## src/rtl/uart_autobaud_pkg.sv

```systemverilog
// Shared types and constants for the UART auto-baud detector.
package uart_autobaud_pkg;

  typedef enum logic [2:0] {
    IDLE,
    WAIT_HIGH,
    WAIT_START,
    MEASURE,
    CHECK_STOP
  } state_t;

  // 0x55 framed: t0 start fall plus four data falls; the 5th fall is t = 8 bit periods
  localparam int unsigned FALL_TARGET = 5;
  localparam int unsigned TOL_SHIFT   = 2;
  localparam int unsigned DIV_SHIFT   = 4;
  localparam int unsigned DIV_ROUND   = 8;

endpackage

```

## src/rtl/uart_autobaud_if.sv

```systemverilog
// Control/status bundle between the auto-baud detector and its controller.
interface uart_autobaud_if;

  logic        start;
  logic        busy;
  logic        done;
  logic        error;
  logic        locked;
  logic [15:0] divisor;

  modport master (output start, input busy, done, error, locked, divisor);
  modport slave  (input start, output busy, done, error, locked, divisor);

endinterface

```

## src/rtl/uart_autobaud_rx_sync_edge.sv

```systemverilog
// rx synchroniser chain with single-cycle rise/fall pulses on the synchronised level.
module uart_rx_sync_edge #(
  parameter int unsigned SYNC_STAGES = 2
) (
  input  logic clk,
  input  logic rst_n,
  input  logic rx,
  output logic level,
  output logic rise,
  output logic fall
);

  logic [SYNC_STAGES-1:0] sync;
  logic                   prev;

  // Reset to the idle-high line level so release from reset never looks like an edge
  always_ff @(posedge clk) begin
    if (!rst_n) begin
      sync <= '1;
      prev <= 1'b1;
    end else begin
      sync <= {sync[SYNC_STAGES-2:0], rx};
      prev <= sync[SYNC_STAGES-1];
    end
  end

  assign level = sync[SYNC_STAGES-1];
  assign rise  = level & ~prev;
  assign fall  = ~level & prev;

endmodule

```

## src/rtl/uart_autobaud.sv

```systemverilog
// Auto-baud detector: times a 0x55 calibration character and produces the half-bit toggle divisor.
// Build option: AUTOBAUD_REARM_EN keeps the detector armed and retrying after a rejected measurement.
module uart_autobaud
  import uart_autobaud_pkg::*;
#(
  parameter int unsigned CNT_W       = 24,
  parameter int unsigned SYNC_STAGES = 2,
  parameter int unsigned MIN_BIT     = 4,
  parameter logic [15:0] DEFAULT_DIV = 16'd217
) (
  input  logic            clk,
  input  logic            rst_n,
  input  logic            rx,
  uart_autobaud_if.slave  ctl
);

  state_t             state;
  logic [CNT_W-1:0]   total;
  logic [CNT_W-1:0]   seg;
  logic [CNT_W-1:0]   ref_len;
  logic [CNT_W-1:0]   meas;
  logic [3:0]         edge_idx;
  logic [2:0]         fall_cnt;

  logic               level;
  logic               rise;
  logic               fall;

  uart_rx_sync_edge #(
    .SYNC_STAGES (SYNC_STAGES)
  ) u_sync (
    .clk   (clk),
    .rst_n (rst_n),
    .rx    (rx),
    .level (level),
    .rise  (rise),
    .fall  (fall)
  );

  logic             any_edge;
  logic [CNT_W-1:0] seg_len;
  logic [CNT_W-1:0] diff;
  logic             tol_ok;
  logic             timeout;
  logic [CNT_W:0]   div_sum;
  logic [CNT_W:0]   div_calc;
  logic             div_bad;
  logic             fail_now;

  always_comb begin
    any_edge = rise | fall;
    seg_len  = seg + 1'b1;
    diff     = (seg_len >= ref_len) ? (seg_len - ref_len) : (ref_len - seg_len);
    tol_ok   = (diff <= (ref_len >> TOL_SHIFT));
    timeout  = ({1'b0, seg} >= {ref_len, 1'b0});
    div_sum  = {1'b0, meas} + (CNT_W+1)'(DIV_ROUND);
    div_calc = div_sum >> DIV_SHIFT;
    div_bad  = (div_calc == '0) || (div_calc > (CNT_W+1)'(16'hFFFF));

    fail_now = 1'b0;
    case (state)
      // Segment 0 has no reference yet; the total-counter saturation bounds it instead
      MEASURE: begin
        if (any_edge)
          fail_now = (edge_idx == '0) ? (seg_len < CNT_W'(MIN_BIT)) : !tol_ok;
        else
          fail_now = ((edge_idx != '0) && timeout) || (total == '1);
      end
      CHECK_STOP: begin
        if (rise)
          fail_now = !tol_ok || div_bad;
        else
          fail_now = timeout;
      end
      default: fail_now = 1'b0;
    endcase
  end

  always_ff @(posedge clk) begin
    if (!rst_n) begin
      state       <= IDLE;
      ctl.busy    <= 1'b0;
      ctl.done    <= 1'b0;
      ctl.error   <= 1'b0;
      ctl.locked  <= 1'b0;
      ctl.divisor <= DEFAULT_DIV;
      total       <= '0;
      seg         <= '0;
      ref_len     <= '0;
      meas        <= '0;
      edge_idx    <= '0;
      fall_cnt    <= '0;
    end else begin
      ctl.done  <= 1'b0;
      ctl.error <= 1'b0;
      if (fail_now) begin
        ctl.error <= 1'b1;
`ifdef AUTOBAUD_REARM_EN
        state     <= WAIT_HIGH;
`else
        ctl.busy  <= 1'b0;
        state     <= IDLE;
`endif
      end else begin
        case (state)
          IDLE: begin
            if (ctl.start) begin
              ctl.busy   <= 1'b1;
              ctl.locked <= 1'b0;
              state      <= WAIT_HIGH;
            end
          end
          WAIT_HIGH: begin
            if (level)
              state <= WAIT_START;
          end
          WAIT_START: begin
            if (fall) begin
              total    <= '0;
              seg      <= '0;
              edge_idx <= '0;
              fall_cnt <= 3'd1;
              state    <= MEASURE;
            end
          end
          MEASURE: begin
            total <= total + 1'b1;
            if (any_edge) begin
              seg      <= '0;
              edge_idx <= edge_idx + 1'b1;
              if (edge_idx == '0)
                ref_len <= seg_len;
              if (fall) begin
                fall_cnt <= fall_cnt + 1'b1;
                if (fall_cnt == 3'(FALL_TARGET - 1)) begin
                  meas  <= total + 1'b1;
                  state <= CHECK_STOP;
                end
              end
            end else begin
              seg <= seg + 1'b1;
            end
          end
          CHECK_STOP: begin
            if (rise) begin
              ctl.divisor <= div_calc[15:0];
              ctl.done    <= 1'b1;
              ctl.locked  <= 1'b1;
              ctl.busy    <= 1'b0;
              state       <= IDLE;
            end else begin
              seg <= seg + 1'b1;
            end
          end
          default: state <= IDLE;
        endcase
      end
    end
  end

endmodule

```

## src/flat_wrapper.sv

```systemverilog
// flat-port wrapper written by rule: the top's interface ports become plain ports
module uart_autobaud_flat import uart_autobaud_pkg::*;
#(
  parameter int unsigned CNT_W       = 24,
  parameter int unsigned SYNC_STAGES = 2,
  parameter int unsigned MIN_BIT     = 4,
  parameter logic [15:0] DEFAULT_DIV = 16'd217
)
  (clk, rst_n, rx, ctl_start, ctl_busy, ctl_done, ctl_error, ctl_locked, ctl_divisor);
  uart_autobaud_if ctl_i ();
  input  logic clk;
  input  logic rst_n;
  input  logic rx;
  input wire logic [$bits(ctl_i.start)-1:0] ctl_start;
  output wire logic [$bits(ctl_i.busy)-1:0] ctl_busy;
  output wire logic [$bits(ctl_i.done)-1:0] ctl_done;
  output wire logic [$bits(ctl_i.error)-1:0] ctl_error;
  output wire logic [$bits(ctl_i.locked)-1:0] ctl_locked;
  output wire logic [$bits(ctl_i.divisor)-1:0] ctl_divisor;
  assign ctl_i.start = ctl_start;
  assign ctl_busy = ctl_i.busy;
  assign ctl_done = ctl_i.done;
  assign ctl_error = ctl_i.error;
  assign ctl_locked = ctl_i.locked;
  assign ctl_divisor = ctl_i.divisor;
  uart_autobaud #(.CNT_W(CNT_W), .SYNC_STAGES(SYNC_STAGES), .MIN_BIT(MIN_BIT), .DEFAULT_DIV(DEFAULT_DIV)) u_core (.clk(clk), .rst_n(rst_n), .rx(rx), .ctl(ctl_i));
endmodule
```

## config.mk

```make
export PLATFORM = sky130hd
export DESIGN_NAME = uart_autobaud_flat
export DESIGN_NICKNAME = d
export VERILOG_FILES = /design/src/rtl/uart_autobaud_pkg.sv /design/src/rtl/uart_autobaud_if.sv /design/src/rtl/uart_autobaud_rx_sync_edge.sv /design/src/rtl/uart_autobaud.sv /design/src/flat_wrapper.sv
export SDC_FILE = /design/constraint.sdc
export NUM_CORES = 1
export LEC_CHECK = 0
export ABC_AREA = 1
export CAP_MARGIN = 20
export CORE_MARGIN = 2
export CORE_UTILIZATION = 30
export CTS_BUF_LIST = sky130_fd_sc_hd__clkbuf_2
export DETAILED_ROUTE_END_ITERATION = 8
export MAX_ROUTING_LAYER = met4
export SLEW_MARGIN = 10
export SYNTH_ARGS = -nofsm -noshare
export SYNTH_HDL_FRONTEND = slang
export SYNTH_SLANG_ARGS = --single-unit
export TNS_END_PERCENT = 5
```

## constraint.sdc

```tcl
create_clock -name clk -period 13.5 [get_ports clk]
set_clock_uncertainty 0.05 [all_clocks]
set_input_delay 2.025 -clock clk [delete_from_list [all_inputs] [get_ports clk]]
set_output_delay 2.025 -clock clk [all_outputs]
set_load 0.05 [all_outputs]
```

==> results.toml <==
[outcome]
outcome = "finished clean"

[clocking]
cts_tree = "built"
cts.path.max_buffers = 2
postCtsSetupBuffers = 0
cts_made_buffers = 17
cts_hold_buf = 0
clk_pin_slew_worst_paths_ns = 0.20
post_cts_resized = 0
cts_root_buf = "clkbuf_2"
tritoncts_num_sinks = 126
clock_latency_ns = 0.73
htreeDepth = 4

[critical_path]
endpoint = "u_core.seg[12]"
crit_path_start_kind = "flip-flop"
cp.required_ns = 14.06
timing.critical_path.mode_cell = "nand2_1"
ff2ff_setup_slack_ns = 5.35
end_kind = "flip-flop"
r2r.worst_path.cells = 37
cp-startpoint = "u_core.seg[0]"
critical_path_class = "reg2reg"
path_max_fanout = 36
cp_slowest_cell = "nor2_4"
worstPathArrival_ns = 8.72
r2r-end = "u_core.seg[12]"
max_stage_delay_ns = 0.70
timing.rr.start = "u_core.seg[0]"

[routing]
totalWireLength_um = 32600
first_iter_violations = 856
first_pass_iters = 5
ant_nets = 0
num_vias = 11100
wl_per_cell_um = 14.1
via_per_inst = 4.80
drcViolationCount = 0

[synthesis]
synth_enable_flop_cells = 0
ys_warn_count = 0
ys_seq_area_share_pct = 22.8
syn_inst = 1837
synth_area_um2 = 11100
ys_types = 50
async_flop_share_pct = 0
synth.avg_cell_area_um2 = 6.04
synth_fp_nets = 1944
synth-seq-cells = 126
ys.flop_type = "dfxtp_1"

[layout]
fillers = 4050
syn_to_final_growth_pct = 7.79
final_util_pct = 32.7
fin_nets = 1945
layout-drive-gt1-share_pct = 4.00

[hold_path]
worstHoldPathType = "reg2reg"
hp-start = "u_core.u_sync.sync[0]"

[flow_run]
cap_viol_max_count = 0

[global_route]
grt_max_degree = 92
grt_pass1_vias = 10400
overflow = 0
grt_antenna_before_repair = 1
grt_pass1_wl_um = 53300
grtUsageTotal_pct = 17.7

[floorplan]
die_y_um = 196
initial_core_util_pct = 30.4
io_pins = 24
core_area_um2 = 36500
die-area_um2 = 38500
num_rows = 70
dieWidth_um = 196

[sta]
fin_tns_setup_ns = 0
min_period_ns = 8.15
post-route-period-util_pct = 60.4
worst_pin_slew_ns = 1.01
setup_viol = 0
drv_slew = 0
hold_viol = 0
max_slew_margin_pct = 32.5
rsz0062_at_grt = "false"
max_freq_mhz = 123

[place]
hpwl_um = 25700
io_buffers = 23
place_congestion = 0.950
## per-stage QoR
| stage | worst slack, ns | hold WS (ns) | cells | cell area (µm²) |
|---|---|---|---|---|
| floorplan | 7.91 | 0.343 | 1837 | 11100 |
| global placement | 5.57 | 0.347 | 2287 | 11700 |
| detailed placement | 5.40 | 0.355 | 2287 | 11700 |
| CTS | 5.39 | 0.397 | 2317 | 11900 |
| global route | 4.46 | 0.411 | 2318 | 12000 |
| finish | 5.35 | 0.396 | 2318 | 12000 |
## cells in the mapped netlist (6+ instances only)
cell type	instances	area share [%]
a21o_1	6	0.41
a21oi_1	87	3.9
buf_2	12	0.54
buf_4	6	0.41
clkbuf_1	20	0.68
dfxtp_1	126	23
ha_1	101	11
inv_1	271	9.2
nand2_1	586	20
nand3_1	109	4.9
nand4_1	30	1.7
nor2_1	254	8.6
nor2_2	9	0.51
nor3_1	32	1.4
nor4_1	6	0.34
o21ai_0	31	1.4
o21bai_1	6	0.41
xnor2_1	11	0.87
xor2_1	52	4.1
## layer usage
layer	vias to the layer above	track usage (%)	part of all wire, %
li1	5745	-	-
met1	5054	23.2	48
met2	278	28.5	45
met3	54	2.23	4.4
met4	0	5.70	2.7
met5	-	-	0
## registers in the layout (all words and copies together), names as in the netlist
name                flops
u_core.ref_len         24
u_core.fall_cnt         3
u_core.seg             24
u_core.ctl.locked       1
u_core.ctl.error        1
u_core.edge_idx         4
u_core.ctl.divisor     16
u_core.u_sync.sync      2
u_core.u_sync.prev      1
u_core.state            3
u_core.ctl.busy         1
u_core.total           24
u_core.meas            21
u_core.ctl.done         1
## worst min-delay path by stage
stage | end | slack, ns | cells after the start
floorplan | u_core.u_sync.sync[1] | 0.34 | 1
global placement | u_core.u_sync.sync[1] | 0.35 | 1
detailed placement | u_core.u_sync.sync[1] | 0.35 | 1
CTS | u_core.u_sync.sync[1] | 0.40 | 1
global route | u_core.u_sync.sync[1] | 0.41 | 1
finish | u_core.u_sync.sync[1] | 0.40 | 1
## layout make-up
cell class	instances	area (µm²)	area share, %
diodes	1	2.50	0.0209
clock buffers	18	90.1	0.754
well taps	468	586	4.90
clock inverters	12	170	1.42
multi-input cells	1389	7280	60.9
inverters	276	1040	8.67
repair buffers	28	263	2.20
flip-flops and latches	126	2520	21.1
## logic make-up after synthesis
kind of cell,Yosys count,share of synthesized area [%]
mux,2,0.181
compound gates,160,8.10
simple gates,1059,40.4
xor+xnor,65,5.27
buf+inv,322,11.6
fa+ha+maj,103,11.8
flops,126,22.8
## critical path, delay by kind of cell (launching register included)
kind	cells	cell delay, ns
AND/OR/NAND/NOR	23	4.13
AO/OA/AOI/OAI	6	1.49
adder cells (fa/ha/maj)	3	0.99
XOR/XNOR	2	0.63
flip-flops	1	0.48
buffers and inverters	3	0.25
## cells in the final DEF, fill, tap and decap left out, drive strengths merged, types with 36 or more instances in the layout
cell type  instances
nand3            111
inv              277
nand2            593
dfxtp            126
xor2              54
o21ai             36
a21oi             87
ha               101
nor2             271
nor3              36
Power is left out: the tool's default activity adds up to more than one toggle a clock period on the data nets, which glitch-free logic cannot reach.
